[src/rtl/rocc_cmd_queue.sv]
// RoCC command queue: buffers CPU commands, throttles dispatch on outstanding responses.
// Optional perf counters are enabled by defining ROCC_CMD_QUEUE_PERF_EN.
module rocc_cmd_queue #(
  parameter int DEPTH           = 4,
  parameter int MAX_OUTSTANDING = 2,
  parameter int OUT_CNT_WIDTH   = 4
) (
  input  logic                     clock,
  input  logic                     reset,
  input  logic                     cpu_cmd_valid,
  output logic                     cpu_cmd_ready,
  input  logic [6:0]               cpu_cmd_funct,
  input  logic [4:0]               cpu_cmd_rs2,
  input  logic [4:0]               cpu_cmd_rs1,
  input  logic [4:0]               cpu_cmd_rd,
  input  logic [6:0]               cpu_cmd_opcode,
  input  logic [63:0]              cpu_cmd_rs1_data,
  input  logic [63:0]              cpu_cmd_rs2_data,
  output logic                     acc_cmd_valid,
  input  logic                     acc_cmd_ready,
  output logic [6:0]               acc_cmd_funct,
  output logic [4:0]               acc_cmd_rs2,
  output logic [4:0]               acc_cmd_rs1,
  output logic [4:0]               acc_cmd_rd,
  output logic [6:0]               acc_cmd_opcode,
  output logic [63:0]              acc_cmd_rs1_data,
  output logic [63:0]              acc_cmd_rs2_data,
  input  logic                     acc_resp_valid,
  input  logic                     cpu_resp_ready,
  output logic                     busy,
  output logic [$clog2(DEPTH):0]   occupancy,
  output logic                     resp_err,
  output logic [31:0]              perf_stall_cycles,
  output logic [$clog2(DEPTH):0]   perf_max_occ
);

  localparam int AW      = $clog2(DEPTH);
  localparam int OW      = AW + 1;
  localparam int ENTRY_W = 157;
  localparam logic [OW-1:0]            FULL_OCC = OW'(DEPTH);
  localparam logic [OUT_CNT_WIDTH-1:0] MAX_OUT  = OUT_CNT_WIDTH'(MAX_OUTSTANDING);

  logic [ENTRY_W-1:0]       mem_q [DEPTH];
  logic [AW-1:0]            wr_ptr_q, wr_ptr_d;
  logic [AW-1:0]            rd_ptr_q, rd_ptr_d;
  logic [OW-1:0]            occ_q, occ_d;
  logic [OUT_CNT_WIDTH-1:0] out_q, out_d;
  logic                     resp_err_q, resp_err_d;
  logic                     primed_q;
  logic                     enq, deq, fire, nonempty;
  logic [ENTRY_W-1:0]       wr_entry, head_entry;

  // primed_q keeps cpu_cmd_ready low through reset without a combinational path from reset.
  assign nonempty      = (occ_q != '0);
  assign cpu_cmd_ready = primed_q & (occ_q < FULL_OCC);
  assign acc_cmd_valid = nonempty & (out_q < MAX_OUT);
  assign enq           = cpu_cmd_valid & cpu_cmd_ready;
  assign deq           = acc_cmd_valid & acc_cmd_ready;
  assign fire          = acc_resp_valid & cpu_resp_ready;

  assign wr_entry = {cpu_cmd_funct, cpu_cmd_rs2, cpu_cmd_rs1, cpu_cmd_rd,
                     cpu_cmd_opcode, cpu_cmd_rs1_data, cpu_cmd_rs2_data};
  assign head_entry = nonempty ? mem_q[rd_ptr_q] : '0;
  assign {acc_cmd_funct, acc_cmd_rs2, acc_cmd_rs1, acc_cmd_rd,
          acc_cmd_opcode, acc_cmd_rs1_data, acc_cmd_rs2_data} = head_entry;

  assign busy      = nonempty | (out_q != '0);
  assign occupancy = occ_q;
  assign resp_err  = resp_err_q;

  always_comb begin
    wr_ptr_d   = wr_ptr_q;
    rd_ptr_d   = rd_ptr_q;
    occ_d      = occ_q;
    out_d      = out_q;
    resp_err_d = resp_err_q;
    if (enq) wr_ptr_d = wr_ptr_q + AW'(1);
    if (deq) rd_ptr_d = rd_ptr_q + AW'(1);
    case ({enq, deq})
      2'b10:   occ_d = occ_q + OW'(1);
      2'b01:   occ_d = occ_q - OW'(1);
      default: occ_d = occ_q;
    endcase
    // A response with nothing outstanding is flagged and never underflows the counter.
    if (deq && !fire)
      out_d = out_q + OUT_CNT_WIDTH'(1);
    else if (fire && !deq && (out_q != '0))
      out_d = out_q - OUT_CNT_WIDTH'(1);
    if (fire && (out_q == '0)) resp_err_d = 1'b1;
  end

  always_ff @(posedge clock or negedge reset) begin
    if (!reset) begin
      wr_ptr_q   <= '0;
      rd_ptr_q   <= '0;
      occ_q      <= '0;
      out_q      <= '0;
      resp_err_q <= 1'b0;
      primed_q   <= 1'b0;
    end else begin
      wr_ptr_q   <= wr_ptr_d;
      rd_ptr_q   <= rd_ptr_d;
      occ_q      <= occ_d;
      out_q      <= out_d;
      resp_err_q <= resp_err_d;
      primed_q   <= 1'b1;
    end
  end

  // Payload storage carries no reset; the head is masked while the queue is empty.
  always_ff @(posedge clock) begin
    if (enq) mem_q[wr_ptr_q] <= wr_entry;
  end

`ifdef ROCC_CMD_QUEUE_PERF_EN
  logic [31:0]   stall_q;
  logic [OW-1:0] max_occ_q;

  always_ff @(posedge clock or negedge reset) begin
    if (!reset) begin
      stall_q   <= '0;
      max_occ_q <= '0;
    end else begin
      if (cpu_cmd_valid && !cpu_cmd_ready && (stall_q != '1))
        stall_q <= stall_q + 32'd1;
      if (occ_d > max_occ_q) max_occ_q <= occ_d;
    end
  end

  assign perf_stall_cycles = stall_q;
  assign perf_max_occ      = max_occ_q;
`else
  assign perf_stall_cycles = '0;
  assign perf_max_occ      = '0;
`endif

endmodule

[config.mk]
export PLATFORM = sky130hd
export DESIGN_NAME = rocc_cmd_queue
export DESIGN_NICKNAME = d
export VERILOG_FILES = /design/src/rtl/rocc_cmd_queue.sv
export SDC_FILE = /design/constraint.sdc
export NUM_CORES = 1
export LEC_CHECK = 0
export BUFFER_PORTS_ARGS = -buffer_cell sky130_fd_sc_hd__buf_2
export CORE_MARGIN = 5
export CORE_UTILIZATION = 60
export CTS_CLUSTER_DIAMETER = 200
export DETAILED_ROUTE_END_ITERATION = 10
export GPL_ROUTABILITY_DRIVEN = 0
export PLACE_DENSITY = 0.83
export SLEW_MARGIN = 10
export SYNTH_ARGS = -nofsm -noshare
export SYNTH_HDL_FRONTEND = slang
export SYNTH_SLANG_ARGS = --single-unit
[constraint.sdc]
create_clock -name clock -period 7.1 [get_ports clock]
set_input_delay 1.42 -clock clock [delete_from_list [all_inputs] [get_ports clock]]
set_output_delay 1.42 -clock clock [all_outputs]
set_load 0.005 [all_outputs]
After elaboration in Yosys (flattened, before gate mapping)
Memories as Yosys holds them, arrays and structs flattened.
Cells that the tools add are included.
{"block": "word_totals", "n_memories": 1, "register_bits": 13, "mem_bits_rw": 628, "out_inout_bits": 199, "elab_cells": 40}
{"memory": "mem_q", "depth": 4, "word_bits": 157, "rd": 1, "rd_ports_with_merged_regs": 0, "write_ports": 1, "line": "43", "rtl": "logic [ENTRY_W-1:0] mem_q [DEPTH];"}
{"block": "op_classes", "n_mux": 6, "n_eq_ne": 2, "n_lt_le_gt_ge": 2, "add_sub_neg": 6, "n_reduce_logical": 11, "n_bitwise": 6}
{"cell": "2-to-1 mux 157 bit", "count": 1}
{"cell": "2-to-1 mux 4 bit", "count": 2}
{"cell": "one-hot mux 3 bit (2 select lines)", "count": 1}
{"cell": "bitwise AND 1 bit", "count": 5}
{"cell": "adder 2 x 1 -> 2 bit, second input constant", "count": 2}
{"cell": "adder 4 x 1 -> 4 bit, second input constant", "count": 1}
{"cell": "logical AND 1 bit", "count": 4}
{"cell": "zero test 4 bit", "count": 1}
{"cell": "less-than comparator 4 x 2 -> 1 bit, second input constant", "count": 1}
{"cell": "nonzero test 2 bit", "count": 2}
{"cell": "nonzero test 4 bit", "count": 1}
{"cell": "subtractor 4 x 1 -> 4 bit, second input constant", "count": 1}
{"cell": "adder 3 x 1 -> 3 bit, second input constant", "count": 1}
{"cell": "less-than comparator 3 bit, second input constant", "count": 1}
{"cell": "nonzero test 3 bit", "count": 1}
{"cell": "subtractor 3 x 1 -> 3 bit, second input constant", "count": 1}
{"cell": "equality test 2 x 1 -> 1 bit, second input constant", "count": 1}
{"cell": "equality test 2 bit, second input constant", "count": 1}
{"cell": "zero test 1 bit", "count": 2}
{"cell": "2-to-1 mux 1 bit", "count": 2}
{"cell": "OR 1 bit", "count": 1}

Depth between registers and ports, before layout
Gate-level depths: netlist of run 1.
{"block": "depth", "ltp_word": 8, "depth_mapped": 10}

Least setup slack after synthesis of run 1
OpenSTA, ideal clock, no wires.
{"block": "synth_path", "kind": "input port to flip-flop", "from": "in cpu_cmd_valid", "to": "mem mem_q[0][0] (enable)", "required_ps": 6563, "path_buffers": 0, "stages": 1, "path_slack_ps": 1511, "arrival_time_ps": 5052, "cell_sequence": "and3_1"}
{"block": "synth_via", "elab_chain_len": 3}
{"element": "from (decl)", "line": "10", "rtl": "input logic cpu_cmd_valid,"}
{"element": "bitwise AND 1 bit", "line": "57", "rtl": "assign enq = cpu_cmd_valid & cpu_cmd_ready;"}
{"element": "2-to-1 mux 1 bit", "line": "112", "rtl": "if (enq) mem_q[wr_ptr_q] <= wr_entry;"}
{"element": "2-to-1 mux 1 bit (implied by the code)", "line": "112"}
{"element": "to (decl)", "line": "43"}
Every way passes these cells.

Worst setup path after layout of run 1
{"block": "layout_path", "from": "reg rd_ptr_q[1]", "to": "out acc_cmd_rs2_data[13]"}
{"block": "layout_via", "elab_chain_len": 2}
{"element": "from (decl)", "line": "45", "rtl": "logic [AW-1:0] rd_ptr_q, rd_ptr_d;"}
{"element": "from (signal assigned)", "line": "102", "rtl": "rd_ptr_q <= rd_ptr_d;"}
{"element": "memory read (4 x 157 bit)"}
{"element": "2-to-1 mux 157 bit", "line": "63", "rtl": "assign head_entry = nonempty ? mem_q[rd_ptr_q] : '0;"}
{"element": "to (decl)", "line": "27", "rtl": "output logic [63:0] acc_cmd_rs2_data,"}
Every way passes these cells.

==> results of run 1 <==
## Yosys cell counts (2+ instances only)
| cell type | instances | area, µm² |
|---|---|---|
| nand2_1 | 3 | 11.3 |
| mux4_2 | 157 | 3540 |
| buf_2 | 18 | 90.1 |
| ha_1 | 7 | 87.6 |
| dfrtp_1 | 13 | 325 |
| xnor2_1 | 5 | 43.8 |
| and3_1 | 4 | 25.0 |
| edfxtp_1 | 628 | 18900 |
| xor2_1 | 3 | 26.3 |
| conb_1 | 2 | 7.51 |
| and2_1 | 159 | 995 |
| clkbuf_1 | 21 | 78.8 |
| buf_4 | 36 | 270 |
| nor2_1 | 2 | 7.51 |
| fa_1 | 2 | 40.0 |
| buf_6 | 14 | 158 |
| a21o_1 | 2 | 15.0 |
| inv_1 | 7 | 26.3 |
## worst paths after layout
check	to	startpoint	cells past startpoint	slack [ns]
hold / removal	resp_err$_DFFE_PN0P_	resp_err$_DFFE_PN0P_	1	0.47
max in group asynchronous	rd_ptr_q[0]$_DFFE_PN0P_	reset	1	6.13
setup / recovery	acc_cmd_rs2_data[13]	rd_ptr_q[1]$_DFFE_PN0P_	4	2.51
setup reg to reg	occupancy[2]$_DFFE_PN0P_	occupancy[2]$_DFFE_PN0P_	10	3.46
min in group asynchronous	primed_q$_DFF_PN0_	reset	1	0.70
hold reg to reg	resp_err$_DFFE_PN0P_	resp_err$_DFFE_PN0P_	1	0.47
## final cells by class
| cell class | instances | area share (%) |
|---|---|---|
| timing repair buffer | 338 | 6.18 |
| clock inverter | 40 | 0.873 |
| tap | 532 | 2.32 |
| inverter | 8 | 0.105 |
| multi-input combinational | 397 | 17.8 |
| clock buffer | 75 | 5.66 |
| sequential | 641 | 66.9 |
| antenna | 14 | 0.122 |
## metrics by stage
step | util [%] | total power (µW) | setup WS (ns)
floorplan | - | 6830 | 1.51
global placement | 65.5 | 7880 | 3.16
detailed placement | 65.5 | 7950 | 3.17
CTS | 70.1 | 11000 | 2.50
global route | 70.2 | 11400 | 2.37
finish | 70.2 | 10800 | 2.51
## sequential cells by signal, summed over array words and instances (netlist names)
register   count
mem_q        628
wr_ptr_q       2
resp_err       1
primed_q       1
rd_ptr_q       2
occupancy      3
out_q          4
## per-layer routing
layer | vias up | routed length, µm
met3 | 92 | 4070
met4 | 10 | 1400
met5 | - | 69
met1 | 6093 | 19000
li1 | 5094 | -
met2 | 494 | 25300
## power breakdown
group	switching, µW	internal (µW)	total, µW
Sequential	224	4490	4720
Combinational	1470	1640	3110
Clock	1330	1690	3020
Total	3030	7820	10800
## worst reg2reg max path, delay by kind of cell, from the launching register on
| kind | cells | cell delay (ns) |
|---|---|---|
| fa+ha+maj | 2 | 0.59 |
| simple gates | 3 | 1.19 |
| buf+inv | 3 | 1.07 |
| flops | 1 | 0.41 |
| xor+xnor | 2 | 0.31 |
## cell families (layout without fill, tap and decap cells)
family	after synthesis	count (layout)	share of synthesized area, %
compound gates	6	6	0.212
buf+inv	97	461	2.53
flops	641	641	77.5
xor+xnor	8	8	0.283
mux	160	160	14.4
other cells	2	50	0.0303
simple gates	178	178	4.54
fa+ha+maj	9	9	0.515
==> impl_metrics.toml, run 1 <==
[setup_path]
end_kind = "output pin"
crit_buf_inv = 2
worstPathRequired_ns = 5.68
critPathTopFamily = "flip-flops"
worst_ep_arrival_time_ns = 3.17
path_class = "register to output pin"
crit_path_start_kind = "register"
cp_max_fo = 89
slowest_delay_ns = 1.05
slowest_stage = "dfrtp_4"
cp_cell_sequence = "buf_12 > mux4_2 > and2_1 > buf_2"

[cells_and_area]
fill_cells = 2398
register_area_mm2 = 0.0192
fin_area_mm2 = 0.0287
final_nets = 1619
post_route_cells_drive_above_1_share_pct = 39.6
fin_cells = 2045
final_common_cell = "edfxtp_1"
area_growth_pct = 15.8
mostFrequentLayoutCells = "628 x edfxtp_1, 326 x buf_2, 159 x and2_1"
multi_input_area_mm2 = 0.00511

[clock_tree]
post_cts_resized = 0
clk_latency_ns = 0.60
hold_buffers = 0
post_cts_buffers = 0
htreeDepth = 2
path_clk_slew_ns = 0.06
root_buffer = "clkbuf_16"
numClockSinks = 641
cts_buffers = 61
clock_path_buffers = 3
cts_tree = "built"

[logic_synthesis]
syn_area_mm2 = 0.0248
avgSynthCellArea_um2 = 22.5
synth_edf_count = 628
yosysWarnings = 0
ys_seq_elements = 641
async_flop_share_pct = 2.03
ys_seq_area_share_pct = 77.5
syn-instance-count = 1101
synthFlopType = "edfxtp_1"
synth.distinct_cells = 36

[placement]
dpl.cell_count = 1916
dpl_cell_area_mm2 = 0.0268
portBuffers = 326
hpwl_mm = 29.2

[sta]
setup_tns_ns = 0
max_slew.worst_pin.slew_ns = 1.10
finClkSkew_ns = 0.0183
fmax_ghz = 0.218
setup_viol = 0
rsz0062_at_grt = "false"
fin_crit_ns = 4.59
drv_slew = 0
period_share_pct = 64.7
hold_viol = 0
whs_ns = 0.467
relSlewSlack_pct = 26.6

[drt]
routed_wl_mm = 49.8
viasPerCell = 5.76
wl_per_cell_um = 24.4
drt_iter0_drc = 1083
vias = 11800
antenna_left = 0
route.detailed.drc = 0
dr.pass1.iters = 5

[global_route]
grt_pass1_wl_mm = 74.4
antenna_found_initial = 17
grt_max_degree = 127
overflow = 0
use_met2_pct = 36.4
grt.met3_usage_pct = 5.55
first_global_vias = 12800
met1_usage_pct = 28.6
grtUsageTotal_pct = 21.9
grt.busiest_layer = "met2"

[die]
ios = 362
num_rows = 74
core_mm2 = 0.0408
die_h_um = 213
die_w_um = 213
dieArea_mm2 = 0.0454
initial_core_util_pct = 60.6

[pwr]
peakVddDrop_uv = 326
power_leakage_uw = 0.00982
power_density_mw_per_mm2 = 378

[run_status]
status = "finished clean"

[flow_run]
maxCapViolCount = 0

[min_path]
hold_class = "register to register"
Power figures use the tool's default switching activity.
==> run 2, diff against run 1 <==
--- a/config.mk
+++ b/config.mk
@@ -7,11 +7,11 @@
 export LEC_CHECK = 0
 export BUFFER_PORTS_ARGS = -buffer_cell sky130_fd_sc_hd__buf_2
 export CORE_MARGIN = 5
-export CORE_UTILIZATION = 60
+export CORE_UTILIZATION = 57
 export CTS_CLUSTER_DIAMETER = 200
 export DETAILED_ROUTE_END_ITERATION = 10
 export GPL_ROUTABILITY_DRIVEN = 0
-export PLACE_DENSITY = 0.83
+export PLACE_DENSITY = 0.8
 export SLEW_MARGIN = 10
 export SYNTH_ARGS = -nofsm -noshare
 export SYNTH_HDL_FRONTEND = slang
==> constraint.sdc (replaced) <==
create_clock -name clock -period 4.62 [get_ports clock]
set_input_delay 0.924 -clock clock [delete_from_list [all_inputs] [get_ports clock]]
set_output_delay 0.924 -clock clock [all_outputs]
set_load 0.005 [all_outputs]
==> run 2 against run 1 <==
Net effect: via count fell by 0.80%; critical path type unchanged; global-route usage fell by 1.5 points; register-to-register slack got worse by 1.6 ns; count of clock-buffer cells in the layout rose by 7; total power rose by 52%; critical path depth did not move; setup slack got worse by 1.6 ns; largest power group unchanged; first-iteration DRC count fell by 6.4%; combinational power rose by 58%; routed wire length fell by 2.4%; final area rose by 0.39%; final cell count rose by 2.1%.
==> impl_metrics.toml, run 2 (synthesis gave the netlist of run 1 again) <==
[run_status]
status = "finished clean"

[drt]
viasPerCell = 5.60
wl_per_cell_um = 23.3
route.detailed.drc = 0
vias = 11700
drt_iter0_drc = 1014
antenna_left = 0
routed_wl_mm = 48.7
dr.pass1.iters = 4

[global_route]
grt_pass1_wl_mm = 73.2
antenna_found_initial = 15
grt_max_degree = 90
grtUsageTotal_pct = 20.4
first_global_vias = 12300
overflow = 0

[die]
die_w_um = 218
dieArea_mm2 = 0.0477
die_h_um = 218
core_mm2 = 0.0430
initial_core_util_pct = 57.6
ios = 362
num_rows = 76

[cells_and_area]
fill_cells = 2743
largest-register = "mem_q"
fin_area_mm2 = 0.0288
final_common_cell = "edfxtp_1"
largest_reg_flops = 628
area_growth_pct = 16.2
mostFrequentLayoutCells = "628 x edfxtp_1, 326 x buf_2, 159 x and2_1"
post_route_cells_drive_above_1_share_pct = 39.8
final_nets = 1633

[clock_tree]
path_clk_slew_ns = 0.06
clk_latency_ns = 0.61
cts_tree = "built"
numClockSinks = 641
root_buffer = "clkbuf_16"
post_cts_resized = 0
hold_buffers = 0
htreeDepth = 2
clock_path_buffers = 3
cts_buffers = 60
post_cts_buffers = 0

[sta]
setup_viol = 0
relSlewSlack_pct = 37.7
max_slew.worst_pin.slew_ns = 0.934
fin_crit_ns = 3.74
period_share_pct = 81.0
finClkSkew_ns = 0.0105
rsz0062_at_grt = "false"
drv_slew = 0
setup_tns_ns = 0
fin_ws_ns = 0.878
hold_viol = 0
fmax_ghz = 0.267
whs_ns = 0.210

[placement]
dpl_cell_area_mm2 = 0.0271
dpl_worst_slack_ns = 1.50
portBuffers = 326
hpwl_mm = 29.6

[pwr]
power_uw = 16500
peakVddDrop_uv = 543
power_leakage_uw = 0.00986
power_density_mw_per_mm2 = 573

[flow_run]
maxCapViolCount = 0

[setup_path]
r2r_setup_slack_ns = 1.90
end_kind = "output pin"
r2r_end = "occupancy[2]$_DFFE_PN0P_"
timing.rr.start = "occupancy[0]$_DFFE_PN0P_"
crit_path_start_kind = "register"
rr_worst_depth = 9
worst_ep_arrival_time_ns = 2.82
worstPathRequired_ns = 3.70
path_class = "register to output pin"
cp_max_fo = 89

[min_path]
hold_class = "input port to async pin"
## run 2: cell type report
| type | instances | area (µm²) | area share (%) |
|---|---|---|---|
| well taps | 585 | 732 | 2.54 |
| diodes | 5 | 12.5 | 0.0435 |
| clock buffers | 82 | 1610 | 5.58 |
| inverters | 8 | 30.0 | 0.104 |
| repair buffers | 353 | 2000 | 6.94 |
| multi-input cells | 397 | 5110 | 17.7 |
| clock inverters | 16 | 109 | 0.378 |
| flip-flops and latches | 641 | 19200 | 66.7 |
## run 2: through the flow
stage	utilization, %	std cells
global route	67.0	2085
finish	67.0	2087
global placement	62.9	1984
CTS	66.9	2082
detailed placement	62.9	1984
floorplan	-	1135
## run 2: worst max-delay path by stage
stage	cells past startpoint	slack, ns	to	from
after floorplan	1	1.32	mem_q[0][0]$_DFFE_PP_	cpu_cmd_valid
after global placement	5	1.50	acc_cmd_rs1_data[63]	rd_ptr_q[0]$_DFFE_PN0P_
after detailed placement	5	1.50	acc_cmd_rs1_data[63]	rd_ptr_q[0]$_DFFE_PN0P_
after CTS	4	0.81	acc_cmd_rs2_data[42]	occupancy[0]$_DFFE_PN0P_
after global routing	4	0.63	acc_cmd_rs2_data[42]	occupancy[0]$_DFFE_PN0P_
final	4	0.88	acc_cmd_rs2_data[42]	occupancy[0]$_DFFE_PN0P_
## run 2: report_power, final
group | internal (µW) | switching, µW
sequential | 6900 | 285
combinational | 2610 | 2300
clock | 2450 | 1930
total | 12000 | 4520
## run 2: critical path, stage by stage (launching register included)
cell and delay (ns):
dfrtp_1 0.41, or3_4 0.70, buf_4 0.58, and2_1 0.24, buf_2 0.13
## run 2: per-layer routing
layer  track usage [%]  vias up  share of wire (%)
met5                 0        -               0.27
met4              6.57       20                2.7
met3              5.32      101                8.0
met2              33.5      442                 51
met1              27.2     6030                 38
li1                  -     5096                  -
==> run 3, diff against run 2 <==
--- a/config.mk
+++ b/config.mk
@@ -5,13 +5,14 @@
 export SDC_FILE = /design/constraint.sdc
 export NUM_CORES = 1
 export LEC_CHECK = 0
+export ABC_AREA = 1
 export BUFFER_PORTS_ARGS = -buffer_cell sky130_fd_sc_hd__buf_2
 export CORE_MARGIN = 5
-export CORE_UTILIZATION = 57
+export CORE_UTILIZATION = 52
 export CTS_CLUSTER_DIAMETER = 200
 export DETAILED_ROUTE_END_ITERATION = 10
 export GPL_ROUTABILITY_DRIVEN = 0
-export PLACE_DENSITY = 0.8
+export PLACE_DENSITY = 0.76
 export SLEW_MARGIN = 10
 export SYNTH_ARGS = -nofsm -noshare
 export SYNTH_HDL_FRONTEND = slang
==> constraint.sdc (replaced) <==
create_clock -name clock -period 3 [get_ports clock]
set_input_delay 0.6 -clock clock [delete_from_list [all_inputs] [get_ports clock]]
set_output_delay 0.6 -clock clock [all_outputs]
set_load 0.005 [all_outputs]
==> run 3 against run 2 <==
Net effect: count of clock-buffer cells in the layout is 9 lower; area after synthesis is 2.2% higher; setup slack worse by 0.79 ns; largest cell class unchanged; final area is 3.7% higher; clock skew is 0.011 ns higher; synthesized cell count is 79% higher; final cell count is 42% higher; combinational power is 110% higher; non-clock buffer count is 16 higher.
==> impl_metrics.toml, run 3 <==
[setup_path]
cp_cell_sequence = "inv_1 > nand3_1 > bufinv_16 > buf_16 > a21oi_1 > buf_2"
end_kind = "output pin"
worstPathRequired_ns = 2.40
critical_path.startpoint = "occupancy[1]$_DFFE_PN0P_"
r2r_setup_slack_ns = 0.70
r2r_end = "occupancy[2]$_DFFE_PN0P_"
rr_worst_depth = 11
path_class = "register to output pin"
slowest_stage = "dfrtp_1"
worst_ep_arrival_time_ns = 2.31
crit_path_start_kind = "register"
crit_buf_inv = 4
timing.rr.start = "out_q[2]$_DFFE_PN0P_"
cp_max_fo = 50
critPathTopFamily = "buffers and inverters"
slowest_delay_ns = 0.41

[cells_and_area]
area_growth_pct = 17.9
post-route-util_pct = 62.2
largest_reg_flops = 628
mostFrequentLayoutCells = "633 x nor2_1, 628 x edfxtp_1, 326 x buf_2"
largest-register = "mem_q"
fin_cells = 2964
post_route_cells_drive_above_1_share_pct = 20.1
final_nets = 2458
final_common_cell = "nor2_1"
fin_area_mm2 = 0.0298

[run_status]
status = "finished clean"

[sta]
period_share_pct = 97.0
fin_crit_ns = 2.91
fmax_ghz = 0.343
max_slew.worst_pin.slew_ns = 0.665
setup_viol = 0
drv_slew = 0
relSlewSlack_pct = 55.7
finClkSkew_ns = 0.0215
hold_viol = 0

[logic_synthesis]
synth.distinct_cells = 25
synthFlopType = "edfxtp_1"
async_flop_share_pct = 2.03
syn_area_mm2 = 0.0253
syn-instance-count = 1976
ys_seq_area_share_pct = 75.8
yosysWarnings = 0
avgSynthCellArea_um2 = 12.8
synth_top_area_share_pct = 74.5
yosys-top-cells-area = "edfxtp_1 74%, nor2_1 9.5%, o21ai_0 6.2%"
synth_top_area_cell = "edfxtp_1"
synth_edf_count = 628
ys_seq_elements = 641
synth_commonest_cells = "638 x nor2_1, 628 x edfxtp_1, 312 x o21ai_0"
synth.most_common_cell = "nor2_1"

[drt]
routed_wl_mm = 59.6
antenna_left = 0
viasPerCell = 5.50
dr.pass1.iters = 5
vias = 16300
route.detailed.drc = 0
drt_iter0_drc = 1361
wl_per_cell_um = 20.1

[global_route]
grtUsageTotal_pct = 21.2
antenna_found_initial = 21
grt_pass1_wl_mm = 88.9
grt_max_degree = 135
first_global_vias = 16300
overflow = 0

[pwr]
peakVddDrop_uv = 705
power_density_mw_per_mm2 = 963
power_leakage_uw = 0.0106

[min_path]
holdPathEnd = "mem_q[0][43]$_DFFE_PP_"
min_path_cells = 1
hold_start = "cpu_cmd_rs2_data[43]"
hold_class = "input port to register"

[die]
die_h_um = 231
initial_core_util_pct = 52.8
dieArea_mm2 = 0.0532
num_rows = 80
core_mm2 = 0.0479
ios = 362
die_w_um = 231

[placement]
dpl_cell_area_mm2 = 0.0275
portBuffers = 326
dpl.cell_count = 2827
hpwl_mm = 32.0

[clock_tree]
htreeDepth = 2
numClockSinks = 641
cts_buffers = 61
cts_tree = "built"
clk_latency_ns = 0.61
root_buffer = "clkbuf_16"
path_clk_slew_ns = 0.06
clock_path_buffers = 3

[flow_run]
maxCapViolCount = 0
-- run 3: changes by cell type in the layout (fill, tap and decap cells not counted), sizes merged, moves of 13 or more --
cell,before,now
a21oi,1,160
and2,159,0
clkinv,12,30
mux4,157,0
nand2,3,16
nor2,2,638
o21ai,1,317
-- run 3: metrics by stage --
stage                     setup TNS (ns)  power, µW  worst slack (ns)  hold WS, ns
after CTS                        -0.0431      28500           -0.0252        0.150
after floorplan                  -270.00      16800            -0.444        0.304
after global routing             -0.0386      30500           -0.0129        0.154
after detailed placement               0      20500             0.519        0.466
final                                  0      28700            0.0886        0.193
after global placement                 0      20300             0.579        0.445
-- run 3: worst max path at each step --
stage,to,slack (ns),cells after the start
floorplan,mem_q[0][0]$_DFFE_PP_,-0.44,3
global placement,acc_cmd_rs2_data[38],0.58,7
detailed placement,acc_cmd_rs2_data[3],0.52,7
CTS,acc_cmd_rd[4],-0.03,5
global route,acc_cmd_opcode[1],-0.01,7
finish,acc_cmd_rs1_data[0],0.09,6
-- run 3: final cells by class --
class / instances / area [µm²]
clock buffer: 73 / 1610
inverter: 20 / 119
sequential: 641 / 19200
timing repair buffer: 369 / 2420
antenna: 12 / 30.0
multi-input combinational: 1193 / 5280
fill: 3435 / 18100
tap: 615 / 769
clock inverter: 41 / 423
-- run 3: timing repair --
action,in CTS,in global routing
setup endpoints to repair,36,84
hold buffers,1,0
setup buffers,0,3
gates resized for setup,8,9
pin swaps,1,0
gates cloned,2,5
hold endpoints to repair,13,0
-- run 3: routing by layer --
layer	share of wire, %	global-route usage [%]	vias up
li1	-	-	7570
met3	9.2	6.61	128
met1	39	25.7	7951
met5	0.19	0	-
met4	2.5	6.76	16
met2	49	36.5	636
-- run 3: cells by family after synthesis --
group           count (synthesis)  synth area share, %
compound gates                478                 9.47
other cells                     2               0.0297
fa+ha+maj                       9                0.504
simple gates                  663                 9.88
buf+inv                       176                 4.10
xor+xnor                        7                0.242
flops                         641                 75.8
-- run 3: power breakdown --
part           internal [µW]  leakage (µW)  switching [µW]
Sequential             10500       0.00582             214
Combinational           3900       0.00378            6430
Clock                   4580      0.000996            3160
